--- config.mk ---
export PLATFORM = sky130hd
export DESIGN_NAME = stopwatch_bcd_timer
export DESIGN_NICKNAME = d
export VERILOG_FILES = /design/src/rtl/stopwatch_bcd_timer.sv
export SDC_FILE = /design/constraint.sdc
export NUM_CORES = 1
export LEC_CHECK = 0
export ABC_CLOCK_PERIOD_IN_PS = 8000
export BUFFER_PORTS_ARGS = -buffer_cell sky130_fd_sc_hd__buf_2
export CORE_ASPECT_RATIO = 0.75
export CORE_MARGIN = 10
export CORE_UTILIZATION = 51
export CTS_CLUSTER_DIAMETER = 120
export DETAILED_ROUTE_END_ITERATION = 6
export GPL_TIMING_DRIVEN = 0
export PLACE_DENSITY = 0.78
export SLEW_MARGIN = 20
export SYNTH_ARGS = -nofsm -noshare
export SYNTH_HDL_FRONTEND = slang
export SYNTH_SLANG_ARGS = --single-unit
export TNS_END_PERCENT = 100
--- constraint.sdc ---
create_clock -name clk -period 8 [get_ports clk]
set_clock_uncertainty 0.2 [all_clocks]
set_input_delay 0 -clock clk [delete_from_list [all_inputs] [get_ports clk]]
set_output_delay 0 -clock clk [all_outputs]
set_load 0.05 [all_outputs]
--- src/rtl/stopwatch_bcd_timer.sv ---
// Stopwatch timekeeping core: counts elapsed time as 4 packed BCD digits (SS.hh),
// with start/stop, clear and lap (display freeze) controls driven by 1-cycle pulses.
// Ports:
//   clk        board clock, all state on posedge
//   rst_n      asynchronous active-low reset
//   start_stop 1-cycle pulse, toggles running/halted
//   clear      1-cycle pulse, back to IDLE with 00.00
//   lap        1-cycle pulse, freezes/unfreezes the displayed value
//   number     packed BCD {tens-s, s, tenths, hundredths} for the display driver
//   running    high while elapsed time is advancing (RUNNING or LAP)
//   overflow   sticky, set when time saturates at 99.99
module stopwatch_bcd_timer #(
  parameter int unsigned BOARD_CLOCK_FREQUENCY_IN_HZ = 100_000_000,
  parameter int unsigned TICK_RATE_IN_HZ             = 100
) (
  input  logic        clk,
  input  logic        rst_n,
  input  logic        start_stop,
  input  logic        clear,
  input  logic        lap,
  output logic [15:0] number,
  output logic        running,
  output logic        overflow
);

  localparam int unsigned CYCLES_PER_TICK = BOARD_CLOCK_FREQUENCY_IN_HZ / TICK_RATE_IN_HZ;
  localparam int unsigned PRE_W = (CYCLES_PER_TICK > 1) ? $clog2(CYCLES_PER_TICK) : 1;
  localparam logic [PRE_W-1:0] PRE_LAST = PRE_W'(CYCLES_PER_TICK - 1);
  localparam logic [15:0] COUNT_MAX = 16'h9999;

  typedef enum logic [1:0] {
    IDLE    = 2'd0,
    RUNNING = 2'd1,
    LAP     = 2'd2,
    PAUSED  = 2'd3
  } state_t;

  state_t           state, state_next;
  logic [15:0]      count, count_next;
  logic [15:0]      lap_reg, lap_next;
  logic [PRE_W-1:0] prescaler, pre_next;
  logic             overflow_next;
  logic [15:0]      number_next;
  logic             running_next;
  logic             advancing;
  logic             tick;
  logic             saturate;

  // Increment a 4-digit packed BCD value, each digit wrapping 9->0 with carry.
  function automatic logic [15:0] bcd_inc(input logic [15:0] v);
    logic [15:0] r;
    logic        carry;
    r     = v;
    carry = 1'b1;
    for (int i = 0; i < 4; i++) begin
      if (carry) begin
        if (v[4*i +: 4] == 4'd9) begin
          r[4*i +: 4] = 4'd0;
        end else begin
          r[4*i +: 4] = v[4*i +: 4] + 4'd1;
          carry       = 1'b0;
        end
      end
    end
    return r;
  endfunction

  assign advancing = (state == RUNNING) || (state == LAP);

  // State and datapath registers; outputs are registered from their next values.
  always_ff @(posedge clk or negedge rst_n) begin
    if (!rst_n) begin
      state     <= IDLE;
      count     <= 16'h0000;
      lap_reg   <= 16'h0000;
      prescaler <= '0;
      overflow  <= 1'b0;
      number    <= 16'h0000;
      running   <= 1'b0;
    end else begin
      state     <= state_next;
      count     <= count_next;
      lap_reg   <= lap_next;
      prescaler <= pre_next;
      overflow  <= overflow_next;
      number    <= number_next;
      running   <= running_next;
    end
  end

  // Next-state, prescaler, BCD count and control-pulse handling.
  always_comb begin
    state_next    = state;
    count_next    = count;
    lap_next      = lap_reg;
    pre_next      = prescaler;
    overflow_next = overflow;
    tick          = 1'b0;
    saturate      = 1'b0;

    // Prescaler only moves while time advances; it holds in PAUSED.
    if (advancing) begin
      if (prescaler == PRE_LAST) begin
        tick     = 1'b1;
        pre_next = '0;
      end else begin
        pre_next = prescaler + PRE_W'(1);
      end
    end

    // Tick is applied first so a coincident stop still keeps it.
    if (tick) begin
      if (count == COUNT_MAX) begin
        saturate      = 1'b1;
        overflow_next = 1'b1;
        state_next    = PAUSED;
      end else begin
        count_next = bcd_inc(count);
      end
    end

    // Priority clear > start_stop > lap; saturation overrides the lower two.
    if (clear) begin
      state_next    = IDLE;
      count_next    = 16'h0000;
      lap_next      = 16'h0000;
      pre_next      = '0;
      overflow_next = 1'b0;
    end else if (!saturate) begin
      if (start_stop) begin
        case (state)
          IDLE: begin
            state_next = RUNNING;
            pre_next   = '0;
          end
          RUNNING: state_next = PAUSED;
          LAP:     state_next = PAUSED;
          PAUSED: begin
            if (!overflow) state_next = RUNNING;
          end
          default: state_next = IDLE;
        endcase
      end else if (lap) begin
        case (state)
          RUNNING: begin
            state_next = LAP;
            lap_next   = count;
          end
          LAP:     state_next = RUNNING;
          default: state_next = state;
        endcase
      end
    end

    number_next  = (state_next == LAP) ? lap_next : count_next;
    running_next = (state_next == RUNNING) || (state_next == LAP);
  end

endmodule

# Word-level counts from Yosys, hierarchy flattened
# Index checks and enable logic that the tools add are counted.
[word_totals] reg_bits=72 latchBits=0 mem_bits_rw=0 rom_bits=0 output_inout_bits=18 word_cells=79 mem_count=0
[op_classes] addsub=5 multipliers=0 div_mod_pow=0 order_cmp=0 n_eq_ne=11 shift=0 n_mux=49 n_bitwise=0 n_reduce_logical=7
[op_table] op="2-to-1 mux 16 bit" n=9
[op_table] op="2-to-1 mux 20 bit" n=6
[op_table] op="2-to-1 mux 4 bit" n=7
[op_table] op="adder 20 x 1 -> 20 bit, second input constant" n=1
[op_table] op="== test 20 bit, second input constant" n=1
[op_table] op="2-to-1 mux 1 bit" n=18
[op_table] op="adder 4 x 1 -> 4 bit, second input constant" n=4
[op_table] op="== test 16 bit, second input constant" n=1
[op_table] op="== test 4 bit, second input constant" n=4
[op_table] op="2-to-1 mux 2 bit" n=7
[op_table] op="== test 2 bit, second input constant" n=3
[op_table] op="one-hot mux 2 bit (3 select lines)" n=1
[op_table] op="== test 2 x 1 -> 1 bit, second input constant" n=2
[op_table] op="one-hot mux 2 bit (2 select lines)" n=1
[op_table] op="nonzero test 2 bit" n=2
[op_table] op="zero test 2 bit" n=1
[op_table] op="logical OR 1 bit" n=2
[op_table] op="AND reduction 2 bit" n=1
[op_table] op="OR reduction 2 bit" n=1

# Logic depth before layout (Yosys ltp)
[depth] word_depth=15 depth_mapped=15

# Worst setup path after synthesis
# OpenSTA, ideal clock, no wires.
[synth_timing] path_kind="register -> register" from="register state[1]" to="register number[10]" setup_time_ps=131 t_arrival_ps=3034 required_ps=7669 setup_slack_ps=4635 path_stages_with_launch=14 cell_sequence="dfrtp_1 -> inv_1 -> ha_1 -> clkbuf_1 -> and3_1 -> clkbuf_1 -> nand4_1 -> or3_1 -> buf_2 -> a21oi_1 -> ha_1 -> inv_1 -> clkbuf_1 -> o2bb2ai_1"
[synth_between] elab_chain_len=11
[synth_lines] element="from (decl)" line="38" rtl="state_t state, state_next;"
[synth_lines] element="from (signal assigned)" line="81" rtl="state <= state_next;"
[synth_lines] element="== test 2 x 1 -> 1 bit / == test 2 bit (equally long branches)" line="68, 131, 144"
[synth_lines] element="logical OR 1 bit" line="68" rtl="assign advancing = (state == RUNNING) || (state == LAP);"
[synth_lines] element="2-to-1 mux 1 bit" line="102" rtl="if (advancing) begin"
[synth_lines] element="2-to-1 mux 2 bit" line="112" rtl="if (tick) begin"
[synth_lines] element="2-to-1 mux 2 bit" line="139" rtl="if (!overflow) state_next = RUNNING;"
[synth_lines] element="one-hot mux 2 bit (3 select lines)" line="131" rtl="case (state)"
[synth_lines] element="2-to-1 mux 2 bit" line="130" rtl="if (start_stop) begin"
[synth_lines] element="2-to-1 mux 2 bit (*)" line="129" rtl="end else if (!saturate) begin"
[synth_lines] element="2-to-1 mux 2 bit (*)" line="123" rtl="if (clear) begin"
[synth_lines] element="via state_next[1]" line="38"
[synth_lines] element="== test 2 bit (*)" line="155" rtl="number_next = (state_next == LAP) ? lap_next : count_next;"
[synth_lines] element="2-to-1 mux 16 bit (*)" line="155"
[synth_lines] element="via number_next[10]" line="43" rtl="logic [15:0] number_next;"
[synth_lines] element="to (signal assigned)" line="86" rtl="number <= number_next;"
[synth_lines] element="to (decl)" line="21" rtl="output logic [15:0] number,"
# Mark *: on every way through the listed nets, which the timed path passes. The rest lies on a longest branch.
# A chain may end at the register's enable or synchronous reset.

# Worst setup path after layout
[layout_timing] from="register state[1]" to="register number[14]"
# The elaborated chain is that of the path after synthesis.

==> metrics.md <==
| Metric | Value |
|---|---|
| HPWL Detailed | `5.25 mm` |
| Critical R2R Capture | `number[14]` |
| Layout Cells excl Fill | `462` |
| Drt via density | `5.74` |
| DRC viols | `0` |
| Dominant cell type by area after synthesis | `dfrtp_1` |
| Port Buffers | `22` |
| Clock buffer depth | `2` |
| H-tree depth | `3` |
| Max_slew headroom | `57.1%` |
| Row cnt | `26` |
| Latest clock arrival within the worst-skew pair | `0.35 ns` |
| First-pass GRT wire length | `12.9 mm` |
| Share of the synthesized area in the top cell type | `51.4%` |
| Top Ports | `23` |
| CTS Buf Count | `9` |
| Async set or reset register ratio after synthesis | `100%` |
| Inst Count DP | `440` |
| Final setup fails | `0` |
| Status | `completed` |
| RSZ-0062 raised after global routing | `false` |
| Tot GR Track Use | `15.1%` |
| Initial antenna violation count | `0` |
| Full die area | `0.0106 mm2` |
| WS Path Type | `register to register` |
| Main flop type after synthesis | `dfrtp_1` |
| Vias in the first global route | `2637` |
| Synth warn | `0` |
| Largest register by flop count | `prescaler` |
| Final max-slew violation count | `0` |
| CTS tree | `yes` |
| Crit Path Max Fanout | `10` |
| Worst EP arrival | `4.48 ns` |
| Hold Crit Depth | `2` |
| Final wirelength | `7.75 mm` |
| Seq/Total Area, Yosys | `51.4%` |
| Top cells by count, synth | `72 x dfrtp_1, 46 x nor2_1, 20 x nand2_1` |
| Pre-antenna DRT Iters | `4` |
| Max frequency | `227 MHz` |
| Maximum vdd drop | `100 uV` |
| Synth top area cells | `dfrtp_1 51%, mux2i_1 5.1%, ha_1 5.0%` |
| Mean area per synthesized cell | `10.5 um2` |
| Total core area | `0.00673 mm2` |
| Pwr Total | `0.760 mW` |
| Worst Max-Slew Pin Slew | `0.644 ns` |
| Reg-to-reg startpoint | `state[1]` |
| Mapped Nets | `352` |
| Hold Crit Start | `lap_reg[4]` |
| Cells after Synth | `333` |
| Die width | `116 um` |
| Most common cell in the netlist | `dfrtp_1` |
| Mapped cell area | `0.00351 mm2` |
| Number of flops mapped to enable cells by yosys | `0` |
| Drt wl/cell | `16.8 um` |
| Crit end category | `register` |
| Starting density of the core | `52.1%` |
| Reg2reg setup slack | `3.59 ns` |
| Antenna diodes | `0` |
| Root Driver | `clkbuf_8` |
| Post-CTS Setup Inserts | `0` |
| Clock-pin slew on the worst setup and hold paths | `0.08 ns` |
| Hold worst-path end | `lap_reg[4]` |
| Initial drt markers | `153` |
| Layout area overhead | `16.0%` |
| Largest register FFs | `20` |
| Routed Antenna Nets | `0` |
| Final count of hold timing violations | `0` |
| Number of vias in the routed layout | `2653` |
| Hold Crit Class | `register to register` |
| Final TNS setup | `0 ns` |
| Gpl congestion | `0.854` |
| Worst Reg-to-Reg Cells | `14` |
| Count of max-cap constraint violations | `0` |
| Fin crit share | `55.1%` |
| Worst Setup Start Kind | `register` |
| Fin crit period | `4.41 ns` |
| Total grt overflow | `0` |
| Clock sink count | `72` |
| Nets | `393` |
| Power density over the cells | `187 mW/mm2` |
| Largest net degree at the start of global routing | `44` |
| Share of cells above drive strength 1 | `14.0%` |
| Yosys cell types | `45` |
| Lkg Pwr | `1.92 nW` |
| Die Y | `91.8 um` |
| FF+latch count, synth | `72` |
| Data required time of the critical path | `8.07 ns` |
## report_power, final
part | switching [mW] | internal, mW | total [mW] | leakage [nW]
logic | 0.0301 | 0.0131 | 0.0432 | 0.800
clock network | 0.135 | 0.214 | 0.349 | 0.115
registers | 0.00177 | 0.366 | 0.368 | 1.00
total | 0.167 | 0.593 | 0.760 | 1.92
## layout make-up
type / instances / area (um2)
fillers: 539 / 2670
flip-flops and latches: 72 / 1800
multi-input cells: 232 / 1580
repair buffers: 30 / 213
clock buffers: 10 / 138
clock inverters: 5 / 105
well taps: 84 / 105
plain buffers: 17 / 81.3
inverters: 12 / 45.0
## what timing repair did
item / in CTS / in global routing
gates resized for setup: 0 / 0
hold buffers: 7 / 0
endpoints found under the setup margin: 0 / 0
hold endpoints to repair: 86 / 0
## layout by cell type (no fill, tap or decap), types with 6 or more instances in the layout
cell type       n
dfrtp_1        72
nor2_1         46
buf_2          23
nand2_1        20
mux2i_1        18
ha_1           14
clkbuf_1       13
inv_1          12
a21oi_1        12
xnor2_1        12
o2bb2ai_1      12
nand3_1        10
clkbuf_8       10
nor3_1          8
xor2_1          8
nand4_1         6
dlygate4sd3_1   6
## cells by family after synthesis
family	Yosys count	synth area share [%]
AO/OA/AOI/OAI	46	9.45
XOR/XNOR	20	4.99
adder cells (fa/ha/maj)	14	4.99
buffers and inverters	29	3.60
flip-flops	72	51.4
multiplexers	21	6.10
AND/OR/NAND/NOR	131	19.5
## worst max-delay path by stage
stage,start,end,cells past startpoint
after floorplan,state[1],number[10],13
after global routing,state[1],number[14],14
final,state[1],number[14],14
after CTS,state[1],number[14],14
after global placement,state[1],number[14],13
after detailed placement,state[1],number[14],14
## critical path: stages, from the launching register on
cell and delay (ns):
dfrtp_1 0.43, inv_1 0.09, ha_1 0.27, clkbuf_1 0.32, and3_1 0.21, clkbuf_1 0.25, nand4_1 0.41, nor2_1 0.43
a21oi_1 0.13, a21oi_1 0.23, inv_1 0.08, ha_1 0.30, inv_1 0.24, clkbuf_1 0.54, o2bb2ai_1 0.20
## stage by stage
stage | hold slack [ns] | area, um2 | worst slack (ns) | util, %
2_1_floorplan | -0.496 | 3510 | 4.64 | -
3_3_place_gp | 0.216 | 3720 | 3.88 | 55.3
3_5_place_dp | -0.248 | 3750 | 3.76 | 55.6
4_1_cts | 0.327 | 4070 | 3.73 | 60.4
5_1_grt | 0.345 | 4070 | 3.39 | 60.4
6_report | 0.320 | 4070 | 3.59 | 60.4
## metal layers
metal	part of all wire, %	track usage [%]
met4	2.2	6.24
met1	46	20.2
met3	6.4	4.49
met5	0	0
met2	45	22.4
(Power assumes the default switching activity.)
